### src/rtl/run_scheduler_if.sv
// Handshake between the run scheduler and the shared phase_extract instance.
// The master drives the run start pulse; the slave returns the end-of-packet phase.
interface run_scheduler_if;
  logic        start;
  logic        valid;
  logic        eop;
  logic [15:0] phase;

  modport master (output start, input valid, eop, phase);
  modport slave  (input start, output valid, eop, phase);
endinterface

### src/rtl/run_scheduler.sv
// Time-shares one phase_extract across NANT antennas: per frame, each antenna is selected,
// settled, started, and its end-of-packet phase (or a timeout marker) is captured.
module run_scheduler #(
  parameter int NANT    = 3,
  parameter int PERIOD  = 5000,
  parameter int SETTLE  = 4,
  parameter int TIMEOUT = 4096,
  localparam int SELW   = (NANT > 1) ? $clog2(NANT) : 1
) (
  input  logic                 clk,
  input  logic                 rst_n,
  input  logic                 enable_i,
  output logic [SELW-1:0]      sel_o,
  run_scheduler_if.master      pe,
  output logic [16*NANT-1:0]   phase_out_o,
  output logic [NANT-1:0]      timeout_mask_o,
  output logic                 frame_valid_o,
  output logic                 overrun_o
);

  localparam int CW = $clog2(PERIOD);
  localparam int TW = $clog2(TIMEOUT);
  localparam int SW = $clog2(SETTLE + 1);

  typedef enum logic [2:0] {S_IDLE, S_SETTLE, S_START, S_BUSY, S_DONE} state_t;

  state_t            state_q, state_d;
  logic [CW-1:0]     cnt_q, cnt_d;
  logic [SELW-1:0]   ant_q, ant_d;
  logic [SW-1:0]     scnt_q, scnt_d;
  logic [TW-1:0]     tcnt_q, tcnt_d;
  logic              overrun_q, overrun_d;
  logic [15:0]       shadow_q [NANT];
  logic [NANT-1:0]   tmask_q;
  logic [16*NANT-1:0] phase_q;
  logic [NANT-1:0]   mask_q;

  logic              cap_en;
  logic              cap_to;
  logic [15:0]       cap_val;
  logic              last_ant;

  always_comb begin
    state_d   = state_q;
    ant_d     = ant_q;
    scnt_d    = scnt_q;
    tcnt_d    = tcnt_q;
    cap_en    = 1'b0;
    cap_to    = 1'b0;
    cap_val   = '0;
    last_ant  = (ant_q == SELW'(NANT - 1));

    if (!enable_i || cnt_q == CW'(PERIOD - 1)) cnt_d = '0;
    else                                         cnt_d = cnt_q + CW'(1);

    unique case (state_q)
      S_IDLE: begin
        if (enable_i && cnt_q == '0) begin
          ant_d   = '0;
          scnt_d  = SW'(SETTLE - 1);
          state_d = S_SETTLE;
        end
      end
      S_SETTLE: begin
        if (scnt_q == '0) state_d = S_START;
        else              scnt_d  = scnt_q - SW'(1);
      end
      S_START: begin
        tcnt_d  = '0;
        state_d = S_BUSY;
      end
      S_BUSY: begin
        tcnt_d = tcnt_q + TW'(1);
        // A real end-of-packet beats a simultaneous timeout.
        if (pe.valid && pe.eop) begin
          cap_en  = 1'b1;
          cap_val = pe.phase;
        end else if (tcnt_q == TW'(TIMEOUT - 1)) begin
          cap_en  = 1'b1;
          cap_to  = 1'b1;
          cap_val = 16'h8000;
        end
        if (cap_en) begin
          if (last_ant) begin
            state_d = S_DONE;
          end else begin
            ant_d   = ant_q + SELW'(1);
            scnt_d  = SW'(SETTLE - 1);
            state_d = S_SETTLE;
          end
        end
      end
      S_DONE:  state_d = S_IDLE;
      default: state_d = S_IDLE;
    endcase

    overrun_d = overrun_q | (enable_i && cnt_q == CW'(PERIOD - 1) && state_d != S_IDLE);
  end

  always_ff @(posedge clk or negedge rst_n) begin
    if (!rst_n) begin
      state_q   <= S_IDLE;
      cnt_q     <= '0;
      ant_q     <= '0;
      scnt_q    <= '0;
      tcnt_q    <= '0;
      overrun_q <= 1'b0;
    end else begin
      state_q   <= state_d;
      cnt_q     <= cnt_d;
      ant_q     <= ant_d;
      scnt_q    <= scnt_d;
      tcnt_q    <= tcnt_d;
      overrun_q <= overrun_d;
    end
  end

  // Outputs load only when the last slot is captured, taking that slot straight from the capture.
  always_ff @(posedge clk or negedge rst_n) begin
    if (!rst_n) begin
      for (int k = 0; k < NANT; k++) shadow_q[k] <= '0;
      tmask_q <= '0;
      phase_q <= '0;
      mask_q  <= '0;
    end else if (cap_en) begin
      for (int k = 0; k < NANT; k++) begin
        if (ant_q == SELW'(k)) begin
          shadow_q[k] <= cap_val;
          tmask_q[k]  <= cap_to;
        end
        if (last_ant) begin
          phase_q[16*k +: 16] <= (ant_q == SELW'(k)) ? cap_val : shadow_q[k];
          mask_q[k]           <= (ant_q == SELW'(k)) ? cap_to  : tmask_q[k];
        end
      end
    end
  end

  assign sel_o          = ant_q;
  assign pe.start       = (state_q == S_START);
  assign frame_valid_o  = (state_q == S_DONE);
  assign phase_out_o    = phase_q;
  assign timeout_mask_o = mask_q;
  assign overrun_o      = overrun_q;

endmodule
### src/flat_wrapper.sv
// flat-port wrapper written by rule: the top's interface ports become plain ports
module run_scheduler_flat 
#(
  parameter int NANT    = 3,
  parameter int PERIOD  = 5000,
  parameter int SETTLE  = 4,
  parameter int TIMEOUT = 4096,
  localparam int SELW   = (NANT > 1) ? $clog2(NANT) : 1
)
  (clk, rst_n, enable_i, sel_o, phase_out_o, timeout_mask_o, frame_valid_o, overrun_o, pe_start, pe_valid, pe_eop, pe_phase);
  run_scheduler_if pe_i ();
  input  logic clk;
  input  logic rst_n;
  input  logic enable_i;
  output logic [SELW-1:0] sel_o;
  output logic [16*NANT-1:0] phase_out_o;
  output logic [NANT-1:0] timeout_mask_o;
  output logic frame_valid_o;
  output logic overrun_o;
  output wire logic [$bits(pe_i.start)-1:0] pe_start;
  input wire logic [$bits(pe_i.valid)-1:0] pe_valid;
  input wire logic [$bits(pe_i.eop)-1:0] pe_eop;
  input wire logic [$bits(pe_i.phase)-1:0] pe_phase;
  assign pe_start = pe_i.start;
  assign pe_i.valid = pe_valid;
  assign pe_i.eop = pe_eop;
  assign pe_i.phase = pe_phase;
  run_scheduler #(.NANT(NANT), .PERIOD(PERIOD), .SETTLE(SETTLE), .TIMEOUT(TIMEOUT)) u_core (.clk(clk), .rst_n(rst_n), .enable_i(enable_i), .sel_o(sel_o), .pe(pe_i), .phase_out_o(phase_out_o), .timeout_mask_o(timeout_mask_o), .frame_valid_o(frame_valid_o), .overrun_o(overrun_o));
endmodule
### config.mk
export PLATFORM = sky130hd
export DESIGN_NAME = run_scheduler_flat
export DESIGN_NICKNAME = d
export VERILOG_FILES = /design/src/rtl/run_scheduler_if.sv /design/src/rtl/run_scheduler.sv /design/src/flat_wrapper.sv
export SDC_FILE = /design/constraint.sdc
export NUM_CORES = 1
export LEC_CHECK = 0
export CAP_MARGIN = 20
export CORE_ASPECT_RATIO = 1.2
export CORE_MARGIN = 1.5
export CORE_UTILIZATION = 45
export CTS_CLUSTER_DIAMETER = 100
export DETAILED_ROUTE_END_ITERATION = 7
export GPL_ROUTABILITY_DRIVEN = 0
export GPL_TIMING_DRIVEN = 0
export PLACE_DENSITY_LB_ADDON = 0.15
export SLEW_MARGIN = 20
export SYNTH_ARGS = -nofsm -noshare
export SYNTH_HDL_FRONTEND = slang
export SYNTH_SLANG_ARGS = --single-unit
### constraint.sdc
create_clock -name clk -period 3.1 [get_ports clk]
set_clock_uncertainty 0.2 [all_clocks]
set_input_delay 0.93 -clock clk [delete_from_list [all_inputs] [get_ports clk]]
set_output_delay 0.93 -clock clk [all_outputs]
set_load 0.1 [all_outputs]
==> run_results.csv, run 1 <==
group,metric,value,unit
status,status,"finished, final reports clean",
sta,finalHoldViolCount,0,
power,seq_power_share,0.311,
global_routing,grt_start_max_net_pins,68,
clock_tree,cts.clk_slew.worst_paths,0.06,ns
layout,fill_cells,980,
logic_synthesis,ys_warn_count,0,
critical_path,path_buf_inv,1,
layout,fin_nets,664,
clock_tree,postCtsHoldBufs,0,
drt,vias,4338,
global_routing,grt_usage,0.233,
placement,dpl_worst_slack,-0.219,ns
sta,max_freq,0.327,GHz
layout,n_antenna_cell,0,
power,comb_power_share,0.411,
logic_synthesis,async_reset_ff_frac,1.00,
drt,wl_per_cell,16.4,µm
logic_synthesis,synth_common_cells,"dfrtp_1 (119), nand2_1 (90), o21ai_0 (64)",
power,p_leak,3.14,nW
global_routing,grt_overflow,0,
sta,whs,0.266,ns
clock_tree,numCtsBuffers,17,
sta,tightest_slew,1.02,ns
clock_tree,cts_root_buf,"clkbuf_16",
sta,min_period,3.05,ns
critical_path,worstPathRequired,1.97,ns
drt,first_pass_iters,7,
global_routing,grt_pass1_vias,4363,
drt,ant_nets,0,
logic_synthesis,synthFlopType,"dfrtp_1",
clock_tree,cts_setup_buffers,0,
logic_synthesis,seq_area_frac_synth,0.556,
worst_hold_path,hold_class,"primary input to asynchronous set/reset pin",
critical_path,cpPeakStageDelay,1.14,ns
sta,setup_violations,0,
drt,drcViolationCount,0,
logic_synthesis,synth_area_leaders,"dfrtp_1 (56%), nand2_1 (6.3%), o21ai_0 (6.0%), nor2_1 (3.8%), mux2i_1 (3.7%)",
sta,max-slew-margin-rel,0.320,
die,die-height,123,µm
sta,finalCritPeriodShare,0.985,
clock_tree,h-tree-depth,4,
clock_tree,clock-sinks,119,
global_routing,grt_first_pass_wirelength,22.1,mm
job,cap_violations,0,
logic_synthesis,synth_cell_types,57,
power,switchingPower,3.06,mW
logic_synthesis,avgSynthCellArea,9.94,µm²
critical_path,cp.arrival,1.92,ns
power,switching_share,0.441,
drt,detail_route.iter0.violations,259,
clock_tree,clockBufferDepth,2,
clock_tree,tritoncts,"yes",
drt,wl,13.2,mm
global_routing,antenna_found_initial,0,
power,ir_worst_vdd,0.520,mV
critical_path,slowest_stage,"clkdlybuf4s50_1",
sta,worst_slack,0.0465,ns
placement,port_buffers,76,
clock_tree,insertion_delay,0.41,ns
die,die-area,12600,µm²
logic_synthesis,netlist_instances,539,
logic_synthesis,synth_most_common_cell,"dfrtp_1",
layout,syn_to_final_growth,29.8,%
power,p_int,3.88,mW
critical_path,path_delay_family,"buffers and inverters",
die,start_util,0.463,
sta,slew_viol_final,0,
placement,place_hpwl,9.06,mm
logic_synthesis,synth.ff_latch_count,119,
logic_synthesis,synth-edff-count,0,
drt,viasPerCell,5.39,
die,core_area,11600,µm²
layout,layout-drive-gt1-share,0.0988,
logic_synthesis,synth_fp_nets,568,
die,boundaryPins,77,
critical_path,cp-end-kind,"output pin",
sta,rsz0062_at_grt,"false",
logic_synthesis,synth_top_area_share,0.556,
critical_path,crit_type,"flop to output pin",
logic_synthesis,synth.largest_area_cell,"dfrtp_1",
critical_path,start_kind,"flop",
logic_synthesis,syn_area,5360,µm²
power,clkPwrFrac,0.278,
die,die_w,103,µm
critical_path,cp_max_fo,2,
power,power_density,998,nW/µm²
die,rows,43,
critical_path,worstPathCellList,"clkdlybuf4s50_1",
==> layout by cell type (no fill, tap or decap), drive strengths merged, types with 7 or more instances in the layout <==
cell type,n
dfrtp,119
a22o,17
inv,17
ha,8
a221oi,8
nand4,10
xor2,8
o21ai,69
nor2,55
clkdlybuf4s50,65
nand3,14
buf,9
a21oi,11
nand2,91
clkbuf,41
mux2i,20
nor3,7
==> sequential cells by signal, summed over array words and instances (netlist names) <==
register	flops
u_core.scnt_q	3
u_core.tmask_q	2
u_core.shadow_q	32
u_core.overrun_o	1
u_core.phase_out_o	48
u_core.timeout_mask_o	3
u_core.state_q	3
u_core.tcnt_q	12
u_core.sel_o	2
u_core.cnt_q	13
==> cell type report <==
cell class	instances	area [µm²]	share of cell area
inverters	16	60.1	0.00864
well taps	157	196	0.0283
flip-flops and latches	119	2980	0.428
plain buffers	28	130	0.0187
repair buffers	77	797	0.115
multi-input cells	376	2200	0.316
clock inverters	14	150	0.0216
clock buffers	18	439	0.0632
==> metrics by stage <==
| stage | utilization | instance area [µm²] | std cells | power, mW | TNS (ns) |
|---|---|---|---|---|---|
| finish | 0.601 | 6950 | 805 | 6.94 | 0 |
| detailed placement | 0.549 | 6350 | 773 | 5.04 | -0.437 |
| global placement | 0.546 | 6320 | 772 | 4.98 | -437.06 |
| CTS | 0.599 | 6930 | 805 | 6.98 | 0 |
| global route | 0.601 | 6950 | 805 | 7.27 | 0 |
| floorplan | - | 5360 | 539 | 4.30 | 0 |
==> cell families after synthesis <==
logic type,synth area share
simple gates,0.183
flops,0.556
fa+ha+maj,0.0187
xor+xnor,0.0213
mux,0.0374
buf+inv,0.0355
compound gates,0.148
==> worst paths after layout <==
kind                            slack, ns              startpoint  cells after the start               endpoint
min in group clk                     0.27        u_core.overrun_o                      1       u_core.overrun_o
worst max register to register       0.51         u_core.sel_o[1]                      7  u_core.phase_out_o[2]
max in group asynchronous            1.75                   rst_n                      2    u_core.shadow_q[35]
worst min register to register       0.27        u_core.overrun_o                      1       u_core.overrun_o
worst min-delay path                 0.27                   rst_n                      1       u_core.tcnt_q[6]
worst max-delay path                 0.05  u_core.phase_out_o[31]                      1        phase_out_o[31]
==> what timing repair did <==
item | CTS | global route
hold endpoints to repair | 0 | 0
pin swaps | 0 | 0
resized for setup | 12 | 9
setup endpoints to repair | 4 | 10
==> layer usage <==
metal  global-route usage  share of wire
met5                    0              0
met4               0.0736          0.018
met3               0.0598          0.062
met2                0.367           0.48
met1                0.315           0.44
==> power groups by stage <==
stage                     registers, mW  logic (mW)  clock network (mW)
after global routing               2.21        3.04                2.03
after detailed placement           2.18        2.86                   0
final                              2.16        2.85                1.93
after global placement             2.17        2.81                   0
after CTS                          2.16        2.86                1.96
after floorplan                    3.40       0.897                   0
(Power assumes the default switching activity.)
==> run 2: changes to the inputs <==
HOLD_SLACK_MARGIN = 0.05   (was unset)
PLACE_DENSITY = 0.72   (was unset)
PLACE_DENSITY_LB_ADDON = unset   (was 0.15)
==> run_results.csv, run 2 (same netlist as run 1, synthesis figures left out) <==
group,metric,value,unit
status,status,"finished, final reports clean",
clock_tree,clockBufferDepth,2,
sta,worst_slack,0.0184,ns
critical_path,cp.depth,1,
clock_tree,h-tree-depth,4,
drt,vias,4446,
drt,detail_route.iter0.violations,223,
global_routing,grt_pass1_vias,4401,
sta,whs,0.272,ns
critical_path,start_kind,"flop",
die,core_area,11600,µm²
layout,largest_register_ffs,48,
power,p_leak,3.15,nW
critical_path,cpPeakStageDelay,1.15,ns
power,power_density,1000,nW/µm²
layout,layout-drive-gt1-share,0.0988,
clock_tree,numCtsBuffers,17,
sta,max_freq,0.325,GHz
critical_path,crit_type,"flop to output pin",
drt,top_layer_used,"met4",
sta,finalHoldViolCount,0,
clock_tree,cts.clk_slew.worst_paths,0.05,ns
critical_path,path_delay_family,"buffers and inverters",
global_routing,grt_usage,0.227,
drt,drcViolationCount,0,
drt,wl,13.3,mm
power,totalPowerFinal,6.96,mW
clock_tree,cts_root_buf,"clkbuf_16",
worst_hold_path,hold_class,"primary input to asynchronous set/reset pin",
layout,final_cell_mix,"dfrtp_1 (119), nand2_1 (90), clkdlybuf4s50_1 (65), o21ai_0 (64), nor2_1 (53)",
global_routing,grt_first_pass_wirelength,21.5,mm
die,die-height,123,µm
global_routing,grt_overflow,0,
die,die_w,103,µm
global_routing,grt_start_max_net_pins,65,
power,ir_worst_vdd,0.575,mV
drt,wl_per_cell,16.6,µm
critical_path,worstPathRequired,1.97,ns
job,cap_violations,0,
sta,finalCritPeriodShare,0.994,
placement,port_buffers,76,
sta,setup_violations,0,
critical_path,path_buf_inv,1,
critical_path,rr_worst_depth,7,
critical_path,cp-end-kind,"output pin",
clock_tree,cts_setup_buffers,0,
clock_tree,insertion_delay,0.42,ns
die,start_util,0.463,
critical_path,cp.arrival,1.95,ns
global_routing,antenna_found_initial,0,
clock_tree,tritoncts,"yes",
die,rows,43,
critical_path,worstPathCellList,"clkdlybuf4s50_1",
sta,slew_viol_final,0,
drt,viasPerCell,5.52,
sta,min_period,3.08,ns
layout,n_antenna_cell,0,
placement,place_hpwl,9.23,mm
drt,ant_nets,0,
clock_tree,clock-sinks,119,
sta,tightest_slew,1.01,ns
sta,max-slew-margin-rel,0.328,
placement,dpl_worst_slack,-0.256,ns
layout,fin_nets,664,
drt,wl_met1,5.79,mm
drt,first_pass_iters,5,
drt,wl_met2,6.62,mm
die,boundaryPins,77,
drt,met3_length,680,µm
sta,rsz0062_at_grt,"true",
critical_path,slowest_stage,"clkdlybuf4s50_1",
die,die-area,12600,µm²
critical_path,cp_max_fo,2,
layout,syn_to_final_growth,29.7,%
layout,layout_commonest_cell,"dfrtp_1",
layout,fin_util,0.601,
run 2: final timing paths:
| check | start | end | slack, ns |
|---|---|---|---|
| worst max-delay path | u_core.phase_out_o[30] | phase_out_o[30] | 0.02 |
| worst min-delay path | rst_n | u_core.scnt_q[0] | 0.27 |
| worst max register to register | u_core.sel_o[0] | u_core.phase_out_o[2] | 0.46 |
| worst min register to register | u_core.overrun_o | u_core.overrun_o | 0.27 |
| max in group asynchronous | rst_n | u_core.phase_out_o[16] | 1.72 |
| min in group clk | u_core.overrun_o | u_core.overrun_o | 0.27 |
run 2: final cells by class:
class / count / area (µm²)
timing repair buffer: 77 / 797
sequential: 119 / 2980
multi-input combinational: 376 / 2200
tap: 157 / 196
fill: 950 / 4620
clock buffer: 20 / 457
inverter: 16 / 60.1
buffer: 28 / 131
clock inverter: 12 / 128
run 2: worst register-to-register path, cell delays in order, from the launching register on:
cell and delay [ns]:
dfrtp_1 0.42, inv_1 0.11, ha_1 0.14, clkbuf_1 0.48, inv_1 0.33, nor3_2 0.57, a221oi_1 0.20, nor2_1 0.12
run 2: power by group:
part	switching (mW)	internal (mW)	total [mW]
clock	0.710	1.22	1.93
sequential	0.230	1.92	2.15
combinational	2.12	0.756	2.87
run 2: metrics by stage:
stage	instances	setup TNS [ns]	cell area, µm²
final	805	0	6950
after global routing	805	-0.0140	6950
after CTS	805	0	6920
after detailed placement	773	-0.535	6350
after global placement	772	-426.51	6320
after floorplan	539	0	5360
run 2: layer usage:
layer,GRT usage,vias to the layer above
met5,0,-
met4,0.0976,0
met3,0.0552,22
met2,0.365,151
met1,0.291,2198
li1,-,2075
run 2: timing repair:
| item | CTS | global route |
|---|---|---|
| gates resized for setup | 12 | 11 |
| hold buffers | 0 | 0 |
| setup endpoints to repair | 4 | 9 |
==> run 3: changes to the inputs <==
CORE_MARGIN = unset   (was 1.5)
==> run_results.csv, run 3 (same netlist as run 1, synthesis figures left out) <==
group,metric,value,unit
status,status,"finished, final reports clean",
drt,ant_nets,0,
global_routing,met3_usage,0.0467,
worst_hold_path,min_to,"u_core.shadow_q[20]",
sta,finalCritPeriodShare,0.988,
critical_path,worstPathRequired,1.97,ns
die,start_util,0.463,
global_routing,grt_pass1_vias,4477,
global_routing,grt_start_max_net_pins,71,
global_routing,grt_busiest_layer,"met2",
clock_tree,cts_root_buf,"clkbuf_16",
layout,fill_cells,973,
die,core_area,11600,µm²
power,seq_power_share,0.305,
clock_tree,cts_setup_buffers,0,
clock_tree,tritoncts,"yes",
critical_path,r2r_setup_slack,0.50,ns
sta,rsz0062_at_grt,"false",
drt,vias,4439,
critical_path,start_kind,"flop",
job,cap_violations,0,
die,boundaryPins,77,
drt,wl,13.5,mm
critical_path,r2r_start,"u_core.sel_o[0]",
critical_path,r2r-end,"u_core.phase_out_o[2]",
layout,layout-drive-gt1-share,0.0913,
global_routing,grt_usage,0.234,
power,switchingPower,3.04,mW
critical_path,worstPathCellList,"clkdlybuf4s50_1",
critical_path,cp-end-kind,"output pin",
global_routing,gr-usage-met1,0.295,
sta,min_period,3.06,ns
sta,finalHoldViolCount,0,
power,clkPwrFrac,0.290,
layout,register_area,2980,µm²
clock_tree,insertion_delay,0.41,ns
global_routing,grt_first_pass_wirelength,21.8,mm
layout,final_cell_mix,"dfrtp_1 (119), nand2_1 (90), clkdlybuf4s50_1 (69), o21ai_0 (64), nor2_1 (53)",
layout,layout_commonest_cell,"dfrtp_1",
clock_tree,clock-sinks,119,
layout,syn_to_final_growth,30.0,%
drt,wl_per_cell,16.8,µm
power,comb_power_share,0.405,
sta,fin_setup_tns,0,ns
critical_path,path_delay_family,"buffers and inverters",
drt,first_pass_iters,5,
power,ir_worst_vdd,0.515,mV
sta,setup_violations,0,
layout,fin_util,0.602,
layout,multiInputGateArea,2200,µm²
drt,viasPerCell,5.53,
clock_tree,cts.clk_slew.worst_paths,0.05,ns
die,die_w,102,µm
critical_path,cp_max_fo,2,
die,die-area,12300,µm²
critical_path,crit_path_start,"u_core.phase_out_o[42]",
sta,max-slew-margin-rel,0.332,
critical_path,slowest_stage,"clkdlybuf4s50_1",
critical_path,crit_type,"flop to output pin",
global_routing,grt_use_met2,0.385,
global_routing,grt_overflow,0,
power,p_int,4.05,mW
clock_tree,h-tree-depth,4,
critical_path,rr_worst_depth,7,
critical_path,cp.arrival,1.93,ns
power,p_leak,3.09,nW
drt,detail_route.iter0.violations,289,
worst_hold_path,hold_start,"u_core.shadow_q[20]",
clock_tree,numCtsBuffers,17,
clock_tree,clockBufferDepth,2,
worst_hold_path,min_delay_path_depth,2,
power,power_density,1020,nW/µm²
drt,drcViolationCount,0,
placement,place_hpwl,9.38,mm
worst_hold_path,hold_class,"flop to flop",
critical_path,cpPeakStageDelay,1.16,ns
sta,tightest_slew,0.999,ns
die,rows,43,
critical_path,path_buf_inv,1,
sta,slew_viol_final,0,
power,switching_share,0.428,
global_routing,antenna_found_initial,0,
layout,largest_register_ffs,48,
die,die-height,122,µm
layout,fin_nets,664,
layout,n_antenna_cell,0,
sta,max_freq,0.326,GHz
placement,port_buffers,76,
clock_tree,postCtsHoldBufs,0,
## run 3: changes by cell type in the layout (fill, tap and decap cells not counted)
cell             before  now
clkdlybuf4s50_1      65   69
dlymetal6s2s_1        6    2
clkbuf_1             20   23
clkinv_2              4    1
bufinv_16             2    4
clkinv_4              2    0
buf_4                 0    1
clkbuf_2              1    0
clkbuf_4              2    1
clkinvlp_4            4    3
## run 3: tightest hold or removal path, cell delays in order, from the launching register on
cell and delay [ns]:
dfrtp_1 0.34, nand2_1 0.04, o21ai_0 0.06
## run 3: layout make-up
| type | count | area share |
|---|---|---|
| clock inverter | 8 | 0.0212 |
| inverter | 16 | 0.00863 |
| clock buffer | 22 | 0.0667 |
| tap | 157 | 0.0282 |
| sequential | 119 | 0.428 |
| buffer | 28 | 0.0187 |
| timing repair buffer | 77 | 0.113 |
| multi-input combinational | 376 | 0.316 |
## run 3: power by group through the flow
stage	Sequential, mW	Clock (mW)	Combinational, mW
2_1_floorplan	3.40	0	0.897
3_3_place_gp	2.16	0	2.82
3_5_place_dp	2.18	0	2.87
4_1_cts	2.16	2.08	2.87
5_1_grt	2.20	2.14	3.04
6_report	2.16	2.05	2.87
## run 3: repair_timing
action | in CTS | in global routing
endpoints found under the setup margin | 4 | 4
resized for setup | 13 | 4
hold endpoints to repair | 0 | 0
## run 3: worst max path at each step
stage | end | cells past startpoint
floorplan | frame_valid_o | 3
CTS | phase_out_o[30] | 1
global route | phase_out_o[26] | 1
detailed placement | pe_start | 4
global placement | u_core.phase_out_o[10] | 1
finish | phase_out_o[42] | 1
## run 3: per-stage QoR
stage	cell area, µm²	instances	total power, mW	hold WS, ns	setup WS, ns
global route	6960	803	7.39	0.300	0.000173
finish	6960	803	7.09	0.280	0.0364
detailed placement	6350	773	5.05	0.269	-0.270
global placement	6320	772	4.98	0.253	-3.63
floorplan	5360	539	4.30	0.242	0.0307
CTS	6950	803	7.11	0.281	0.00572
## run 3: routing by layer
| layer | share of wire | vias to the layer above |
|---|---|---|
| met5 | 0 | - |
| met1 | 0.42 | 2189 |
| li1 | - | 2063 |
| met3 | 0.051 | 28 |
| met2 | 0.51 | 159 |
| met4 | 0.022 | 0 |
